**src/rtl/simon_key_schedule_serial_pkg.sv**
```systemverilog
// Shared constants and types for the bit-serial SIMON-128/128 key schedule.
package simon_key_schedule_serial_pkg;

   localparam int unsigned WORD_W     = 64;
   localparam int unsigned KEY_W      = 128;
   localparam int unsigned NUM_ROUNDS = 68;
   localparam int unsigned BIT_W      = 6;
   localparam int unsigned ROUND_W    = 7;
   localparam int unsigned Z2_LEN     = 62;

   // z2 sequence written first element leftmost: z2[0] sits in bit 61
   localparam logic [Z2_LEN-1:0] Z2 =
      62'b1010_1111_0111_0000_0011_0100_1001_1000_1010_0001_0001_1111_1001_0110_1100_11;

   localparam logic [WORD_W-1:0]  C_CONST    = 64'hFFFF_FFFF_FFFF_FFFC;
   localparam logic [ROUND_W-1:0] LAST_ROUND = ROUND_W'(NUM_ROUNDS - 1);

   // data_rdy encodings (2'd1 is hold)
   localparam logic [1:0] MODE_CLEAR = 2'd0;
   localparam logic [1:0] MODE_LOAD  = 2'd2;
   localparam logic [1:0] MODE_RUN   = 2'd3;

   typedef enum logic [1:0] {
      ST_IDLE = 2'd0,
      ST_LOAD = 2'd1,
      ST_RUN  = 2'd2,
      ST_DONE = 2'd3
   } state_e;

   // Element idx of the z2 sequence
   function automatic logic z2_bit(input logic [BIT_W-1:0] idx);
      return Z2[BIT_W'(Z2_LEN - 1) - idx];
   endfunction

endpackage

```
**src/rtl/simon_key_schedule_serial_z2_seq.sv**
```systemverilog
// 62-state sequencer producing z2[round mod 62]; advances once per round.
module simon_z2_seq
   import simon_key_schedule_serial_pkg::*;
(
   input  logic clk,
   input  logic rst,
   input  logic clr_i,
   input  logic adv_i,
   output logic z_o
);

   logic [BIT_W-1:0] idx_q, idx_d;

   // Next index: clear wins, otherwise wrap 61 -> 0 on advance
   always_comb begin
      idx_d = idx_q;
      if (clr_i) begin
         idx_d = '0;
      end else if (adv_i) begin
         idx_d = (idx_q == BIT_W'(Z2_LEN - 1)) ? '0 : idx_q + BIT_W'(1);
      end
   end

   // Index register
   always_ff @(posedge clk or posedge rst) begin
      if (rst) idx_q <= '0;
      else     idx_q <= idx_d;
   end

   assign z_o = z2_bit(idx_q);

endmodule

```
**src/rtl/simon_key_schedule_serial.sv**
```systemverilog
// Bit-serial SIMON-128/128 key schedule: loads the master key serially and
// emits one round-key bit per cycle, LSB first, for 68 rounds.
// Optional feature macro: SIMON_KEY_RELOAD_EN (shadow copy of the master key
// restored on DONE -> IDLE so consecutive runs need no reload).
module simon_key_schedule_serial
   import simon_key_schedule_serial_pkg::*;
(
   input  logic         clk,
   input  logic         rst,
   input  logic [1:0]   data_rdy,
   input  logic         key_in,
   output logic         key_out,
   output logic [6:0]   round_idx,
   output logic         round_parity,
   output logic         last_round,
   output logic         done
);

   // key_q = {k[i+1], k[i]} rotated right by the bit count; key_q[0] is the
   // bit on air, new bits of k[i+2] enter at the top.
   state_e               state_q;
   logic                 done_q;
   logic [KEY_W-1:0]     key_q, key_d;
   logic [BIT_W-1:0]     bit_q, bit_d;
   logic [ROUND_W-1:0]   round_q, round_d;

   logic clr, load_step, run_step, bit_last, round_last, restore;
   logic z_bit, z_adv, k1_r3, k1_r4, new_bit;

   // Control decode shared by the FSM and the datapath
   always_comb begin
      clr        = (data_rdy == MODE_CLEAR);
      load_step  = (data_rdy == MODE_LOAD) && ((state_q == ST_IDLE) || (state_q == ST_LOAD));
      run_step   = (data_rdy == MODE_RUN) && (state_q == ST_RUN);
      bit_last   = (bit_q == BIT_W'(WORD_W - 1));
      round_last = (round_q == LAST_ROUND);
      z_adv      = run_step && bit_last && !round_last;
      restore    = clr && (state_q == ST_DONE);
   end

   // ror(k[i+1],3) and ror(k[i+1],4) bits; near the word end they have
   // already rotated down into the low half
   always_comb begin
      k1_r3   = (bit_q >= BIT_W'(WORD_W - 3)) ? key_q[3] : key_q[WORD_W + 3];
      k1_r4   = (bit_q >= BIT_W'(WORD_W - 4)) ? key_q[4] : key_q[WORD_W + 4];
      new_bit = C_CONST[bit_q] ^ (z_bit & (bit_q == '0)) ^ key_q[0] ^ k1_r3 ^ k1_r4;
   end

   simon_z2_seq u_z2_seq (
      .clk   (clk),
      .rst   (rst),
      .clr_i (clr),
      .adv_i (z_adv),
      .z_o   (z_bit)
   );

`ifdef SIMON_KEY_RELOAD_EN
   logic [KEY_W-1:0] shadow_q;

   // Shadow follows the key register while it is being loaded
   always_ff @(posedge clk or posedge rst) begin
      if (rst)            shadow_q <= '0;
      else if (load_step) shadow_q <= {key_in, shadow_q[KEY_W-1:1]};
   end
`endif

   // Datapath next state: clear counters, serial load, or one schedule step
   always_comb begin
      key_d   = key_q;
      bit_d   = bit_q;
      round_d = round_q;
      if (clr) begin
         bit_d   = '0;
         round_d = '0;
`ifdef SIMON_KEY_RELOAD_EN
         if (restore) key_d = shadow_q;
`endif
      end else if (load_step) begin
         key_d = {key_in, key_q[KEY_W-1:1]};
      end else if (run_step) begin
         key_d = {new_bit, key_q[KEY_W-1:1]};
         bit_d = bit_q + BIT_W'(1);
         if (bit_last && !round_last) round_d = round_q + ROUND_W'(1);
      end
   end

   // Datapath registers
   always_ff @(posedge clk or posedge rst) begin
      if (rst) begin
         key_q   <= '0;
         bit_q   <= '0;
         round_q <= '0;
      end else begin
         key_q   <= key_d;
         bit_q   <= bit_d;
         round_q <= round_d;
      end
   end

   // Mode FSM with registered done pulse
   always_ff @(posedge clk or posedge rst) begin
      if (rst) begin
         state_q <= ST_IDLE;
         done_q  <= 1'b0;
      end else begin
         done_q <= 1'b0;
         case (state_q)
            ST_IDLE: begin
               if (data_rdy == MODE_LOAD)     state_q <= ST_LOAD;
               else if (data_rdy == MODE_RUN) state_q <= ST_RUN;
            end
            ST_LOAD: begin
               if (clr)                       state_q <= ST_IDLE;
               else if (data_rdy == MODE_RUN) state_q <= ST_RUN;
            end
            ST_RUN: begin
               if (clr) begin
                  state_q <= ST_IDLE;
               end else if (run_step && bit_last && round_last) begin
                  state_q <= ST_DONE;
                  done_q  <= 1'b1;
               end
            end
            ST_DONE: begin
               if (clr) state_q <= ST_IDLE;
            end
            default: state_q <= ST_IDLE;
         endcase
      end
   end

   assign key_out      = (state_q == ST_RUN) & key_q[0];
   assign round_idx    = round_q;
   assign round_parity = round_q[0];
   assign last_round   = round_last;
   assign done         = done_q;

endmodule

```
**config.mk**
```make
export PLATFORM = sky130hd
export DESIGN_NAME = simon_key_schedule_serial
export DESIGN_NICKNAME = d
export VERILOG_FILES = /design/src/rtl/simon_key_schedule_serial_pkg.sv /design/src/rtl/simon_key_schedule_serial_z2_seq.sv /design/src/rtl/simon_key_schedule_serial.sv
export SDC_FILE = /design/constraint.sdc
export NUM_CORES = 1
export LEC_CHECK = 0
export CAP_MARGIN = 15
export CORE_ASPECT_RATIO = 0.9
export CORE_MARGIN = 3
export CORE_UTILIZATION = 60
export DETAILED_ROUTE_END_ITERATION = 12
export PLACE_DENSITY = 0.79
export SLEW_MARGIN = 10
export SYNTH_ARGS = -nofsm -noshare
export SYNTH_HDL_FRONTEND = slang
export SYNTH_SLANG_ARGS = --single-unit
```
**constraint.sdc**
```tcl
create_clock -name clk -period 6.81 [get_ports clk]
set_clock_uncertainty 0.1 [all_clocks]
set_input_delay 1.362 -clock clk [delete_from_list [all_inputs] [get_ports clk]]
set_output_delay 1.362 -clock clk [all_outputs]
set_load 0.05 [all_outputs]
```
# Yosys cells after proc, flatten, opt, wreduce, memory -nomap -nowiden
# Memory sizes are Yosys's and may differ from the RTL's.
# Index checks and enable logic that the tools add are counted.
[totals] rom_bits=128 reg_bits=150 mem_count=2 out_inout_bits=11 word_cells=79 input_bits=5
[mem_list] memory="(name not given)" words=64 word_bits=1 read_ports=1 rd_clocked_by_memory_dff=0 write_ports=0 line_no="simon_key_schedule_serial_pkg.sv:32" text="return Z2[BIT_W'(Z2_LEN - 1) - idx];"
[mem_list] memory="(name not given)" words=64 word_bits=1 read_ports=1 rd_clocked_by_memory_dff=0 write_ports=0 line_no="simon_key_schedule_serial.sv:46" text="new_bit = C_CONST[bit_q] ^ (z_bit & (bit_q == '0)) ^ key_q[0] ^ k1_r3 ^ k1_r4;"
[op_classes] n_reduce_logical=19 magnitude_cmp=4 n_bitwise=7 n_eq_ne=11 n_addsub=4 mux=26
[ops] cell="128-bit 2-to-1 mux" n=2
[ops] cell="6-bit 2-to-1 mux" n=6
[ops] cell="7-bit 2-to-1 mux" n=4
[ops] cell="6-bit by 7-bit less-than comparator with 1-bit output, second input constant" n=2
[ops] cell="6-bit by 1-bit adder with 6-bit output, second input constant" n=2
[ops] cell="6-bit equality test, second input constant" n=2
[ops] cell="6-bit >= comparator, second input constant" n=2
[ops] cell="2-bit 2-to-1 mux" n=6
[ops] cell="2-bit equality test, second input constant" n=4
[ops] cell="2-bit one-hot mux with 4 select lines" n=1
[ops] cell="2-bit nonzero test" n=4
[ops] cell="7-bit by 1-bit adder with 7-bit output, second input constant" n=1
[ops] cell="7-bit equality test, second input constant" n=1
[ops] cell="1-bit 2-to-1 mux" n=7
[ops] cell="1-bit logical AND" n=6
[ops] cell="6-bit zero test" n=1
[ops] cell="2-bit AND reduction" n=3
[ops] cell="6-bit subtractor, first input constant" n=1
[ops] cell="2-bit zero test" n=2
[ops] cell="2-bit inequality test, second input constant" n=2
[ops] cell="1-bit bitwise XOR" n=4
[ops] cell="3-bit inequality test, second input constant" n=1
[ops] cell="3-bit AND reduction" n=1
[ops] cell="1-bit bitwise AND" n=2
[ops] cell="other kinds (4)" n=4

# Logic depth before layout (Yosys ltp)
[depth] depth_word=10 depth_mapped=9 depth_no_buf=9

# Cells and area by module
# Synthesis repeated with hierarchy kept, for this count alone.
[unflattened] hier_cells=444 hier_area_um2=6338.6
[by_module_without_submodules] mod="simon_key_schedule_serial" area_per_inst_um2=5686.7 seq_area_each_um2=3603.5 cells_each=376 n_inst=1
[by_module_without_submodules] mod="simon_z2_seq" area_per_inst_um2=651.9 seq_area_each_um2=150.1 cells_each=68 n_inst=1

# Worst setup path after synthesis
# No wires, ideal clock.
[synth_timing] path_type="input to register" startpoint="in data_rdy[1]" endpoint="reg round_q[5], in the netlist round_idx[5]" setup_slack_ns=3.560 t_arrival_ns=3.011 n_path_buf=1 required_ns=6.571 setup_time_ns=0.139 stages=8 path_cell_list="buf_2 -> nand4b_1 -> or3_1 -> o21ai_1 -> nand4_1 -> or2_1 -> xor2_1 -> nor2_1"
[synth_via] elab_chain_cells=4 elab_cells_between_ends=10 cone_classes="eq/ne (3); mux (1); reduce/logical (6)"
[synth_lines] item="start: declaration" line_no="simon_key_schedule_serial.sv:10" text="input logic [1:0] data_rdy,"
[synth_lines] item="2-bit equality test (on tied branches)" line_no="simon_key_schedule_serial.sv:33, simon_key_schedule_serial.sv:34"
[synth_lines] item="1-bit logical AND (on tied branches)" line_no="simon_key_schedule_serial.sv:33, simon_key_schedule_serial.sv:34"
[synth_lines] item="2-bit inequality test (no line) / 2-bit nonzero test (equally long branches)"
[synth_lines] item="3-bit AND reduction (no line)"
[synth_lines] item="end signal: assignment" line_no="simon_key_schedule_serial.sv:96" text="round_q <= round_d;"
[synth_lines] item="end: declaration" line_no="simon_key_schedule_serial.sv:25" text="logic [ROUND_W-1:0] round_q, round_d;"
# Parallel ways exist; a longest one is shown, timed or not.
# A chain may end at the register's enable or synchronous reset.

# Final worst setup path
[layout_timing] startpoint="in data_rdy[0]" endpoint="reg key_q[90]"
[layout_via] elab_chain_cells=4 elab_cells_between_ends=9 cone_classes="eq/ne (2); mux (1); bitwise (1); reduce/logical (5)"
[layout_lines] item="2-bit equality test (on tied branches)" line_no="simon_key_schedule_serial.sv:33, simon_key_schedule_serial.sv:34"
[layout_lines] item="1-bit logical AND (on tied branches)" line_no="simon_key_schedule_serial.sv:33, simon_key_schedule_serial.sv:34"
[layout_lines] item="2-bit nonzero test (no line)"
[layout_lines] item="2-bit AND reduction (no line)"
[layout_lines] item="end signal: assignment" line_no="simon_key_schedule_serial.sv:94" text="key_q <= key_d;"
[layout_lines] item="end: declaration" line_no="simon_key_schedule_serial.sv:23" text="logic [KEY_W-1:0] key_q, key_d;"
# Parallel ways exist; a longest one is shown, timed or not.

==> flow_summary.yaml <==
worst_setup_path:
  worstPathCellList: "clkdlybuf4s50_1 > nor2_1 > o21ai_4 > buf_4 > mux2_2"
  slowest_delay_ns: 0.72
  timing.rr.start: "u_z2_seq.idx_q[1]"
  startpoint: "data_rdy[0]"
  end_kind: "register"
  critPathTopFamily: "buffers and inverters"
  crit_type: "in -> reg"
  slowest_stage: "o21ai_4"
  arrival_ns: 3.96
  cp.buffers_inverters: 2
  crit_required_ns: 7.00
  crit_fanout: 53
  startpoint_type: "input port"
power:
  p_clk_frac: 0.471
  cellLeakagePower_uw: 0.00355
  internal-power_uw: 1630
  p_per_area_mw_per_mm2: 285
  p_sw_uw: 425
  pwr-share-seq: 0.468
  swShare: 0.207
  finalPower_uw: 2050
  vdd_drop_max_uv: 224
  combinationalPowerShare: 0.060
clock_tree:
  post_cts_resized: 0
  numCtsBuffers: 17
  clockRootBuffer: "clkbuf_16"
  cts.reportedPaths.clkPinSlew_ns: 0.06
  cts.sinks: 150
  cts_hold_buf: 0
  insertion_delay_ns: 0.41
  cts_setup_buffers: 0
  cts-htree-levels: 4
  cts_tree: "yes"
  cts.path.max_buffers: 2
timing:
  finalCriticalPeriod_ns: 3.77
  finalHoldViolCount: 0
  worstMarginPinSlew_ns: 0.869
  slew_violations: 0
  rsz0062_at_grt: "no"
  fin_crit_sh: 0.554
  slew_headroom: 0.418
  setup_viol: 0
  tns_ns: 0
  fmax_mhz: 265
synthesis:
  async_flop_share: 1.00
  syn-cell-area_sq_mm: 0.00633
  synth_cells: 454
  synth_nets: 473
  synthDistinctLibCells: 44
  ys_top_cells_by_area: "dfrtp_1 59%, mux2_2 23%, ha_1 2.8%, nor2_1 1.1%, a21oi_1 1.1%"
  ys_seq_elements: 150
  ys_warn_count: 0
  synth-main-ff-cell: "dfrtp_1"
  yosysMostFrequentCell: "dfrtp_1"
  synthTopCellsByCount: "150 x dfrtp_1, 127 x mux2_2, 19 x nor2_1"
  syn_avg_cell_area_sq_um: 13.9
  ys_seq_area_frac: 0.593
  synth_top_area_cell: "dfrtp_1"
  synth-edff-count: 0
  yosysTopAreaCellShare: 0.593
detailed_routing:
  wl_per_cell_um: 15.4
  via_per_inst: 5.70
  drtPass1Iterations: 4
  drc: 0
  vias: 3464
  postRouteWirelength_um: 9350
  first_iter_violations: 169
  drtAntennaViolNets: 0
grt:
  grt_pass1_vias: 3390
  grt_use_total: 0.179
  grt_pass1_wl_um: 16400
  grt_max_degree: 86
  grt_antenna_before_repair: 0
  overflow: 0
place:
  port_buffers: 15
  dp_hpwl_um: 5780
  gp_congestion: 0.825
run_status:
  outcome: "complete, no violations"
min_path:
  hold_path.class: "reg -> reg"
  hp-start: "key_q[25]"
floorplan:
  die_area_sq_mm: 0.0118
  ios: 16
  die_h_um: 103
  rows: 34
  dieWidth_um: 114
  core_area_sq_mm: 0.00995
  start_util: 0.635
cells_and_area:
  nNetsFinal: 488
  finish.utilization: 0.723
  layout-drive-gt1-share: 0.351
  area_growth_pct: 13.7
  diodes: 0
flow_run:
  cap_violations: 0
cell usage in the layout (no fill, tap or decap), types with 3 or more instances in the layout:
master           synthesis  final
ha_1                    14     14
nand2_1                 14     14
xor2_1                   7      7
o31ai_1                  4      4
nand3_1                  7      7
a21oi_1                 14     14
xnor2_1                  5      5
o21ai_0                  9      9
nor3_1                   4      4
inv_1                   13     12
clkbuf_16                0     17
mux2i_1                  5      5
bufinv_16                0      4
clkbuf_1                14      5
dfrtp_1                150    150
mux2_2                 127    127
nand4_1                  3      3
buf_4                    2      3
mux4_2                   3      3
clkdlybuf4s50_1          0     15
nor2_1                  19     19
o21ai_1                  4      3
cell families (layout without fill, tap and decap cells):
| family | Yosys count | in the layout | share of synthesized area |
|---|---|---|---|
| DFF | 150 | 150 | 0.593 |
| muxes | 135 | 135 | 0.245 |
| and+or+nand+nor | 68 | 68 | 0.0548 |
| AOI/OAI and AO/OA | 38 | 38 | 0.0366 |
| buffers and inverters | 36 | 64 | 0.0237 |
| adders and majority gates | 14 | 14 | 0.0277 |
| xor gates and xnor gates | 13 | 13 | 0.0192 |
area by class of cell:
class                           count  area [sq um]
Clock buffer                       24           472
Clock inverter                      8           146
Fill cell                         682          2760
Inverter                           14          57.6
Multi-Input combinational cell    268          2430
Sequential cell                   150          3750
Tap cell                          126           158
Timing Repair Buffer               18           173
routing by layer:
| metal | track usage | vias up | wire length (um) |
|---|---|---|---|
| met5 | 0 | - | 0 |
| met4 | 0.0685 | 0 | 108 |
| met3 | 0.0622 | 16 | 289 |
| met2 | 0.276 | 41 | 4650 |
| met1 | 0.237 | 1771 | 4300 |
| li1 | - | 1636 | - |
final timing paths:
kind / to / slack (ns) / cells after the start
worst max-delay path: key_q[90] / 3.04 / 5
worst min-delay path: key_q[24] / 0.40 / 1
worst max register to register: key_q[127] / 3.62 / 9
worst min register to register: key_q[24] / 0.40 / 1
max in group asynchronous: key_q[32] / 3.97 / 3
min in group asynchronous: key_q[116] / 1.37 / 2
state kept, by name (all words and copies together) (netlist names), named ones only:
| name | count |
|---|---|
| u_z2_seq.idx_q | 6 |
| done | 1 |
| state_q | 1 |
| key_q | 128 |
| bit_q | 6 |
| round_idx | 7 |
power by group through the flow:
stage | Clock, uW | Sequential [uW] | Combinational [uW]
6_report | 968 | 961 | 124
5_1_grt | 1030 | 966 | 140
4_1_cts | 989 | 961 | 127
3_5_place_dp | 0 | 975 | 125
3_3_place_gp | 0 | 973 | 121
2_1_floorplan | 0 | 967 | 105
stage by stage:
| stage | std cells | hold WS [ns] | setup WS [ns] | area [sq um] |
|---|---|---|---|---|
| final | 608 | 0.397 | 3.04 | 7190 |
| after global placement | 576 | 0.382 | 2.71 | 6580 |
| after floorplan | 454 | 0.375 | 1.31 | 6330 |
| after detailed placement | 576 | 0.387 | 2.61 | 6580 |
| after CTS | 608 | 0.403 | 3.04 | 7190 |
| after global routing | 608 | 0.414 | 2.87 | 7190 |
Power figures use the tool's default switching activity.
